$ cat config.mk
export PLATFORM = sky130hd
export DESIGN_NAME = mem_wr_arbiter
export DESIGN_NICKNAME = d
export VERILOG_FILES = /design/src/rtl/mem_arb_pkg.sv /design/src/rtl/mem_wr_arbiter_rr_sel2.sv /design/src/rtl/mem_wr_arbiter.sv
export SDC_FILE = /design/constraint.sdc
export NUM_CORES = 1
export LEC_CHECK = 0
export CAP_MARGIN = 30
export CORE_MARGIN = 8
export CORE_UTILIZATION = 22
export DETAILED_ROUTE_END_ITERATION = 16
export PLACE_DENSITY = 0.93
export SETUP_SLACK_MARGIN = 0.2
export SLEW_MARGIN = 20
export SYNTH_ARGS = -nofsm -noshare
export SYNTH_HDL_FRONTEND = slang
export SYNTH_SLANG_ARGS = --single-unit
$ cat constraint.sdc
create_clock -name axis_aclk -period 2.1 [get_ports axis_aclk]
set_input_delay 0.525 -clock axis_aclk [delete_from_list [all_inputs] [get_ports axis_aclk]]
set_output_delay 0.525 -clock axis_aclk [all_outputs]
set_load 0.05 [all_outputs]
$ cat src/rtl/mem_arb_pkg.sv
// Shared definitions for the two-requester memory write arbiter:
// arbiter state encoding, one-hot grant constants and a grant helper.
package mem_arb_pkg;

  typedef enum logic [1:0] {
    IDLE = 2'd0,
    OWN0 = 2'd1,
    OWN1 = 2'd2
  } arb_state_t;

  localparam logic [1:0] GRANT_NONE = 2'b00;
  localparam logic [1:0] GRANT_0    = 2'b01;
  localparam logic [1:0] GRANT_1    = 2'b10;

  // One-hot owner for a given arbiter state; anything other than an OWN
  // state means nobody holds the memory port.
  function automatic logic [1:0] grant_of(input arb_state_t st);
    logic [1:0] g;
    g = GRANT_NONE;
    case (st)
      OWN0:    g = GRANT_0;
      OWN1:    g = GRANT_1;
      default: g = GRANT_NONE;
    endcase
    return g;
  endfunction

endpackage

$ cat src/rtl/mem_wr_arbiter_rr_sel2.sv
// Two-input round-robin select. A lone request wins outright; when both
// request, the one that did not own the port last time wins.
module rr_sel2 (
  input  logic [1:0] req,
  input  logic       last_owner,
  output logic       winner
);

  // Pick the winning requester index from the request pair and history.
  always_comb begin
    winner = 1'b0;
    case (req)
      2'b01:   winner = 1'b0;
      2'b10:   winner = 1'b1;
      2'b11:   winner = ~last_owner;
      default: winner = 1'b0;
    endcase
  end

endmodule

$ cat src/rtl/mem_wr_arbiter.sv
// Packet-level arbiter that multiplexes two AXI-Stream write requesters onto
// one memory write stream. Ownership is granted at packet boundaries and held
// until the owner's tlast beat is accepted downstream. One IDLE cycle separates
// consecutive packets.
// Optional feature: define MEM_WR_ARB_PKT_CNT_EN to add per-requester packet
// counters pkt_cnt0/pkt_cnt1.
module mem_wr_arbiter
  import mem_arb_pkg::*;
#(
  parameter int DATA_WIDTH = 32,
  parameter int CNT_WIDTH  = 16
) (
  input  logic                    axis_aclk,
  input  logic                    axis_aresetn,

  input  logic [DATA_WIDTH-1:0]   s00_axis_tdata,
  input  logic [DATA_WIDTH/8-1:0] s00_axis_tstrb,
  input  logic                    s00_axis_tvalid,
  input  logic                    s00_axis_tlast,
  output logic                    s00_axis_tready,

  input  logic [DATA_WIDTH-1:0]   s01_axis_tdata,
  input  logic [DATA_WIDTH/8-1:0] s01_axis_tstrb,
  input  logic                    s01_axis_tvalid,
  input  logic                    s01_axis_tlast,
  output logic                    s01_axis_tready,

  output logic [DATA_WIDTH-1:0]   m00_axis_tdata,
  output logic [DATA_WIDTH/8-1:0] m00_axis_tstrb,
  output logic                    m00_axis_tvalid,
  output logic                    m00_axis_tlast,
  input  logic                    m00_axis_tready,

  output logic [1:0]              grant,
  output logic                    busy
`ifdef MEM_WR_ARB_PKT_CNT_EN
  ,
  output logic [CNT_WIDTH-1:0]    pkt_cnt0,
  output logic [CNT_WIDTH-1:0]    pkt_cnt1
`endif
);

  arb_state_t state;
  arb_state_t next_state;
  logic       last_owner;
  logic       winner;
  logic       any_req;
  logic       xfer_last;

  // Elaboration-time sanity hook: stream width must be whole bytes and the
  // counter width at least one bit; a bad setting leaves this block in place
  // as a visible marker in the elaborated hierarchy.
  if (((DATA_WIDTH % 8) != 0) || (CNT_WIDTH < 1)) begin : g_bad_params
  end

  assign any_req = s00_axis_tvalid | s01_axis_tvalid;

  rr_sel2 u_rr_sel2 (
    .req        ({s01_axis_tvalid, s00_axis_tvalid}),
    .last_owner (last_owner),
    .winner     (winner)
  );

  // Current owner's final beat is accepted downstream this cycle.
  assign xfer_last = m00_axis_tvalid & m00_axis_tready & m00_axis_tlast;

  // State register; reset drops any packet in flight.
  always_ff @(posedge axis_aclk or negedge axis_aresetn) begin
    if (!axis_aresetn) begin
      state <= IDLE;
    end else begin
      state <= next_state;
    end
  end

  // Next-state: arbitrate only from IDLE, release only on an accepted tlast.
  always_comb begin
    next_state = state;
    case (state)
      IDLE: begin
        if (any_req) begin
          next_state = winner ? OWN1 : OWN0;
        end
      end
      OWN0: begin
        if (xfer_last) begin
          next_state = IDLE;
        end
      end
      OWN1: begin
        if (xfer_last) begin
          next_state = IDLE;
        end
      end
      default: next_state = IDLE;
    endcase
  end

  // Round-robin history: remember who finished the most recent packet.
  // Resetting to 1 lets requester 0 win the first tie.
  always_ff @(posedge axis_aclk or negedge axis_aresetn) begin
    if (!axis_aresetn) begin
      last_owner <= 1'b1;
    end else if (xfer_last) begin
      last_owner <= (state == OWN1);
    end
  end

  // Zero-latency datapath mux and ready steering; nothing moves in IDLE and
  // the non-owner is held off with tready low.
  always_comb begin
    m00_axis_tdata  = '0;
    m00_axis_tstrb  = '0;
    m00_axis_tvalid = 1'b0;
    m00_axis_tlast  = 1'b0;
    s00_axis_tready = 1'b0;
    s01_axis_tready = 1'b0;
    case (state)
      OWN0: begin
        m00_axis_tdata  = s00_axis_tdata;
        m00_axis_tstrb  = s00_axis_tstrb;
        m00_axis_tvalid = s00_axis_tvalid;
        m00_axis_tlast  = s00_axis_tlast;
        s00_axis_tready = m00_axis_tready;
      end
      OWN1: begin
        m00_axis_tdata  = s01_axis_tdata;
        m00_axis_tstrb  = s01_axis_tstrb;
        m00_axis_tvalid = s01_axis_tvalid;
        m00_axis_tlast  = s01_axis_tlast;
        s01_axis_tready = m00_axis_tready;
      end
      default: begin
        m00_axis_tvalid = 1'b0;
      end
    endcase
  end

  // Status outputs derived directly from the owner state.
  always_comb begin
    grant = grant_of(state);
    busy  = (state == OWN0) || (state == OWN1);
  end

`ifdef MEM_WR_ARB_PKT_CNT_EN
  // Per-requester completed-packet counters, wrapping naturally at full scale.
  always_ff @(posedge axis_aclk or negedge axis_aresetn) begin
    if (!axis_aresetn) begin
      pkt_cnt0 <= '0;
      pkt_cnt1 <= '0;
    end else if (xfer_last) begin
      if (state == OWN0) begin
        pkt_cnt0 <= pkt_cnt0 + 1'b1;
      end
      if (state == OWN1) begin
        pkt_cnt1 <= pkt_cnt1 + 1'b1;
      end
    end
  end
`endif

endmodule

==> reports/metrics.yaml, run 1 <==
clock_network:
  cts_setup_buffers: 10
  numClockSinks: 3
  cts_buffer_depth: 2
  cts_inserted_buffers: 3
  htreeDepth: 1
  cts-root-buf: "clkbuf_4"
  ctsHoldBuffers: 0
  post_cts_resized: 62
synth:
  syn-num-nets: 203
  syn_area_per_cell_um2: 6.224
  synth_top_flop_cell: "dfrtp_1"
  syn_area_um2: 740.7
  async_flop_share: 1.000
  seq_area_frac_synth: 0.1030
  synth.ff_latch_count: 3
  synth_edf_count: 0
  yosys_warnings: 0
  synthTopCellsByArea: "a22oi_1 36%, nor2_1 18%, ha_1 8.4%, dfrtp_1 6.8%, buf_2 5.4%"
  synth_area_leader_cell: "a22oi_1"
  yosysUniqueCellTypes: 19
  yosys-top-cells-count: "36 x a22oi_1, 36 x nor2_1, 8 x buf_2"
  synth_top_area_frac: 0.3649
  synthCells: 119
status:
  status: "stopped before the end"
  haltStage: "4_1_cts"
  firstError: "[ERROR DPL-0033] detailed placement checks failed during check placement."
place:
  finalWeightedCongestion: 0.8188
  portBuffers: 121
  dp_hpwl_um: 5152
die:
  start_util: 0.2255
  fp-row-count: 21
  ioPinCount: 122
  die_w_um: 74.03
  dieHeight_um: 74.03
==> cells by family after synthesis <==
kind of cell	count (synthesis)	synth area share
AO/OA/AOI/OAI	44	0.4291
adder cells (fa/ha/maj)	5	0.08446
buffers and inverters	17	0.09965
flip-flops	3	0.1030
multiplexers	2	0.02703
AND/OR/NAND/NOR	48	0.2568
==> metrics by stage <==
stage               setup slack (ns)  instances    util  hold slack, ns  cell area, µm²
floorplan                    0.09805        119       -          0.2294            1127
global placement             0.07462        285  0.8457          0.4773            2778
detailed placement           0.01043        285  0.8457          0.5206            2778
==> inputs of run 2 (changes only) <==
- CORE_AREA: unset -> 8 8 69 71
- CORE_MARGIN: 8 -> unset
- CORE_UTILIZATION: 22 -> unset
- DIE_AREA: unset -> 0 0 77 79
- PLACE_DENSITY: 0.93 -> unset
- PLACE_DENSITY_LB_ADDON: unset -> 0.15
- SETUP_SLACK_MARGIN: 0.2 -> unset
==> run 2 against run 1 <==
Effect of this change:
- the flow now finishes, with violations (negative setup slack)
- synthesized cell count stayed put
- synthesized area stayed put
==> reports/metrics.yaml, run 2 <==
grt:
  grt_pass1_wl_um: 7914
  overflow: 0
  grt_antenna_before_repair: 0
  grt_max_degree: 24
  grt_pass1_vias: 1555
  grt.total_usage: 0.1576
power_and_ir_drop:
  power.internal_uw: 2538
  vdd_ir_drop_max_mv: 1.033
  power_frac_seq: 0.021
  switching_power_uw: 2692
  leakage_uw: 0.001124
  swShare: 0.5147
  pwr-share-comb: 0.947
  clockPowerShare: 0.032
  power_density_nw_per_um2: 1620
layout:
  drive_gt1_frac: 0.5652
  nets: 338
  final_common_cell: "clkdlybuf4s50_1"
  fillers: 224
  reg_top3: "state (2), last_owner (1)"
  regMostFlops: "state"
  largest_reg_flops: 2
  final_core_util: 0.8498
  syn2layout_area_growth_pct: 335.8
  antennaDiodeCount: 0
  layout_common_cells: "78 x clkdlybuf4s50_1, 46 x buf_12, 36 x nor2_4, 29 x a22oi_2, 9 x buf_4"
synth:
  synth_area_leader_cell: "a22oi_1"  # unchanged
  synthXorXnorAreaFrac: 0  # unchanged
  yosys_warnings: 0  # unchanged
  synth_top_flop_cell: "dfrtp_1"  # unchanged
  async_flop_share: 1.000  # unchanged
  syn_area_um2: 740.7  # unchanged
  synth_edf_count: 0  # unchanged
  synth_top_area_frac: 0.3649  # unchanged
  yosys-top-cells-count: "36 x a22oi_1, 36 x nor2_1, 8 x buf_2"  # unchanged
  yosysUniqueCellTypes: 19  # unchanged
  syn-num-nets: 203  # unchanged
  syn_area_per_cell_um2: 6.224  # unchanged
  synth_top_family_by_area: "compound AO/OA/AOI/OAI gates"  # unchanged
  muxShareOfSynthArea: 0.02703  # unchanged
  synthAdderAreaFrac: 0.08446  # unchanged
  synthTopCellsByArea: "a22oi_1 36%, nor2_1 18%, ha_1 8.4%, dfrtp_1 6.8%, buf_2 5.4%"  # unchanged
  seq_area_frac_synth: 0.1030  # unchanged
  synth.ff_latch_count: 3  # unchanged
  synth_compound_area_frac: 0.4291  # unchanged
  synth-simple-area-share: 0.2568  # unchanged
  synthCells: 119  # unchanged
clock_network:
  clk_pin_slew_worst_paths_ns: 0.03
  cts-root-buf: "clkbuf_8"  # was clkbuf_4
  cts_inserted_buffers: 3  # unchanged
  htreeDepth: 1  # unchanged
  cts_buffer_depth: 2  # unchanged
  numClockSinks: 3  # unchanged
  worstSkewPairLatency_ns: 0.22
  cts_tree: "built"
  ctsHoldBuffers: 0  # unchanged
setup_path:
  cp-end-kind: "primary output"
  r2r_cells: 7
  endpoint: "m00_axis_tdata[13]"
  worst_ep_arrival_time_ns: 1.60
  crit_cells: 6
  critical_path.cell_chain: "inv_2 > ha_4 > buf_12 > a22oi_1 > nor2_4 > buf_12"
  critical-path-slowest-cell: "dfrtp_1"
  critPathBufInv: 3
  critical_path_class: "register to primary output"
  required_ns: 1.57
  cp_max_fo: 17
  worstReg2RegEnd: "state[0]"
  rr_startpoint: "state[1]"
  cp_slowest_stage_delay_ns: 0.40
  critPathMostFrequentCell: "buf_12"
  crit_path_start_kind: "register"
  r2r_setup_slack_ns: 0.33
  startpoint: "state[1]"
  cp_top_family: "buffers and inverters"
die:
  dieHeight_um: 79  # was 74.03 µm
  start_util: 0.1950  # was 0.2255
  core_area_um2: 3799
  die_w_um: 77  # was 74.03 µm
  dieArea_um2: 6083
  fp-row-count: 23  # was 21
  ioPinCount: 122  # unchanged
sta:
  worst_slack_ns: -0.02291
  slew-limit-headroom: 0.7960
  worstMarginPinSlew_ns: 0.3060
  fin_hold_ws_ns: 0.4958
  fin_crit_ns: 2.123
  rsz0062_at_grt: "yes"
  hold_violations: 0
  fmax_ghz: 0.4711
  fin_skew_ns: 0.001979
  finalSetupViolations: 4
  timing.final.crit_share: 1.011
  slew_viol_final: 0
place:
  finalWeightedCongestion: 0.8097  # was 0.8188
  dp_hpwl_um: 4250  # was 5152 µm
  dp_slack_ns: 0.05521  # was 0.01043 ns
  portBuffers: 121  # unchanged
route:
  wire_per_inst_um: 19.33
  post_drt_via_cell_ratio: 5.083
  drt-total-wl_um: 5857
  drt-pass1-iter-count: 4
  dr_total_vias: 1540
  remaining_drc_errors: 0
  ant_nets: 0
  drt_iter0_drc: 37
job:
  cap_violations: 0
status:
  status: "finished, violations left"  # was stopped before the end
  violations: "negative setup slack"
min_path:
  hold_class: "input port to async pin"
## run 2: how the worst min path moves through the flow
stage	from	to	slack, ns
after floorplan	axis_aresetn	state[0]	0.23
after global placement	last_owner	last_owner	0.49
after detailed placement	last_owner	last_owner	0.50
after CTS	axis_aresetn	state[0]	0.50
after global routing	axis_aresetn	state[0]	0.50
final	axis_aresetn	state[0]	0.50
## run 2: cell type report
cell class | instances | area [µm²] | share of cell area
sequential | 3 | 76.32 | 0.02364
inverter | 5 | 26.28 | 0.008140
timing repair buffer | 142 | 1958 | 0.6066
clock buffer | 4 | 45.04 | 0.01395
multi-input combinational | 99 | 1060 | 0.3283
tap | 50 | 62.56 | 0.01938
## run 2: power by group through the flow
stage | clock, µW | sequential, µW | combinational [µW]
floorplan | 0 | 103 | 2360
global placement | 0 | 106 | 4090
detailed placement | 0 | 108 | 4140
CTS | 171 | 107 | 4350
global route | 179 | 113 | 5160
finish | 167 | 111 | 4950
## run 2: worst register-to-register path, delay by kind of cell (launching register included)
| family | cells | cell delay [ns] |
|---|---|---|
| compound gates | 3 | 0.59 |
| fa+ha+maj | 1 | 0.20 |
| buf+inv | 2 | 0.26 |
| flops | 1 | 0.40 |
| mux | 1 | 0.23 |
## run 2: repair_timing
action | in CTS | in global routing
pin swaps | 2 | 8
setup buffers | 3 | 3
endpoints found under the setup margin | 40 | 38
resized for setup | 27 | 22
cloned | 0 | 6
## run 2: logic make-up (layout without fill, tap and decap cells)
kind of cell / count (synthesis) / after routing
AO/OA/AOI/OAI: 44 / 44
flip-flops: 3 / 3
multiplexers: 2 / 2
adder cells (fa/ha/maj): 5 / 5
AND/OR/NAND/NOR: 48 / 48
buffers and inverters: 17 / 151
## run 2: stage by stage
stage	total power [µW]	instance area, µm²	setup TNS, ns	cells
6_report	5230	3228	-0.02516	303
3_5_place_dp	4247	2785	0	287
3_3_place_gp	4199	2785	0	287
5_1_grt	5451	3228	-1.375	303
2_1_floorplan	2461	1016	-2.361	119
4_1_cts	4632	2970	-0.009479	294
## run 2: metal layers
metal | global-route usage | share of wire | up-vias
li1 | - | - | 704
met1 | 0.1560 | 0.35 | 730
met2 | 0.3008 | 0.55 | 96
met3 | 0.07111 | 0.093 | 10
met4 | 0.02453 | 0.011 | 0
met5 | 0 | 0 | -
(Power assumes the default switching activity.)
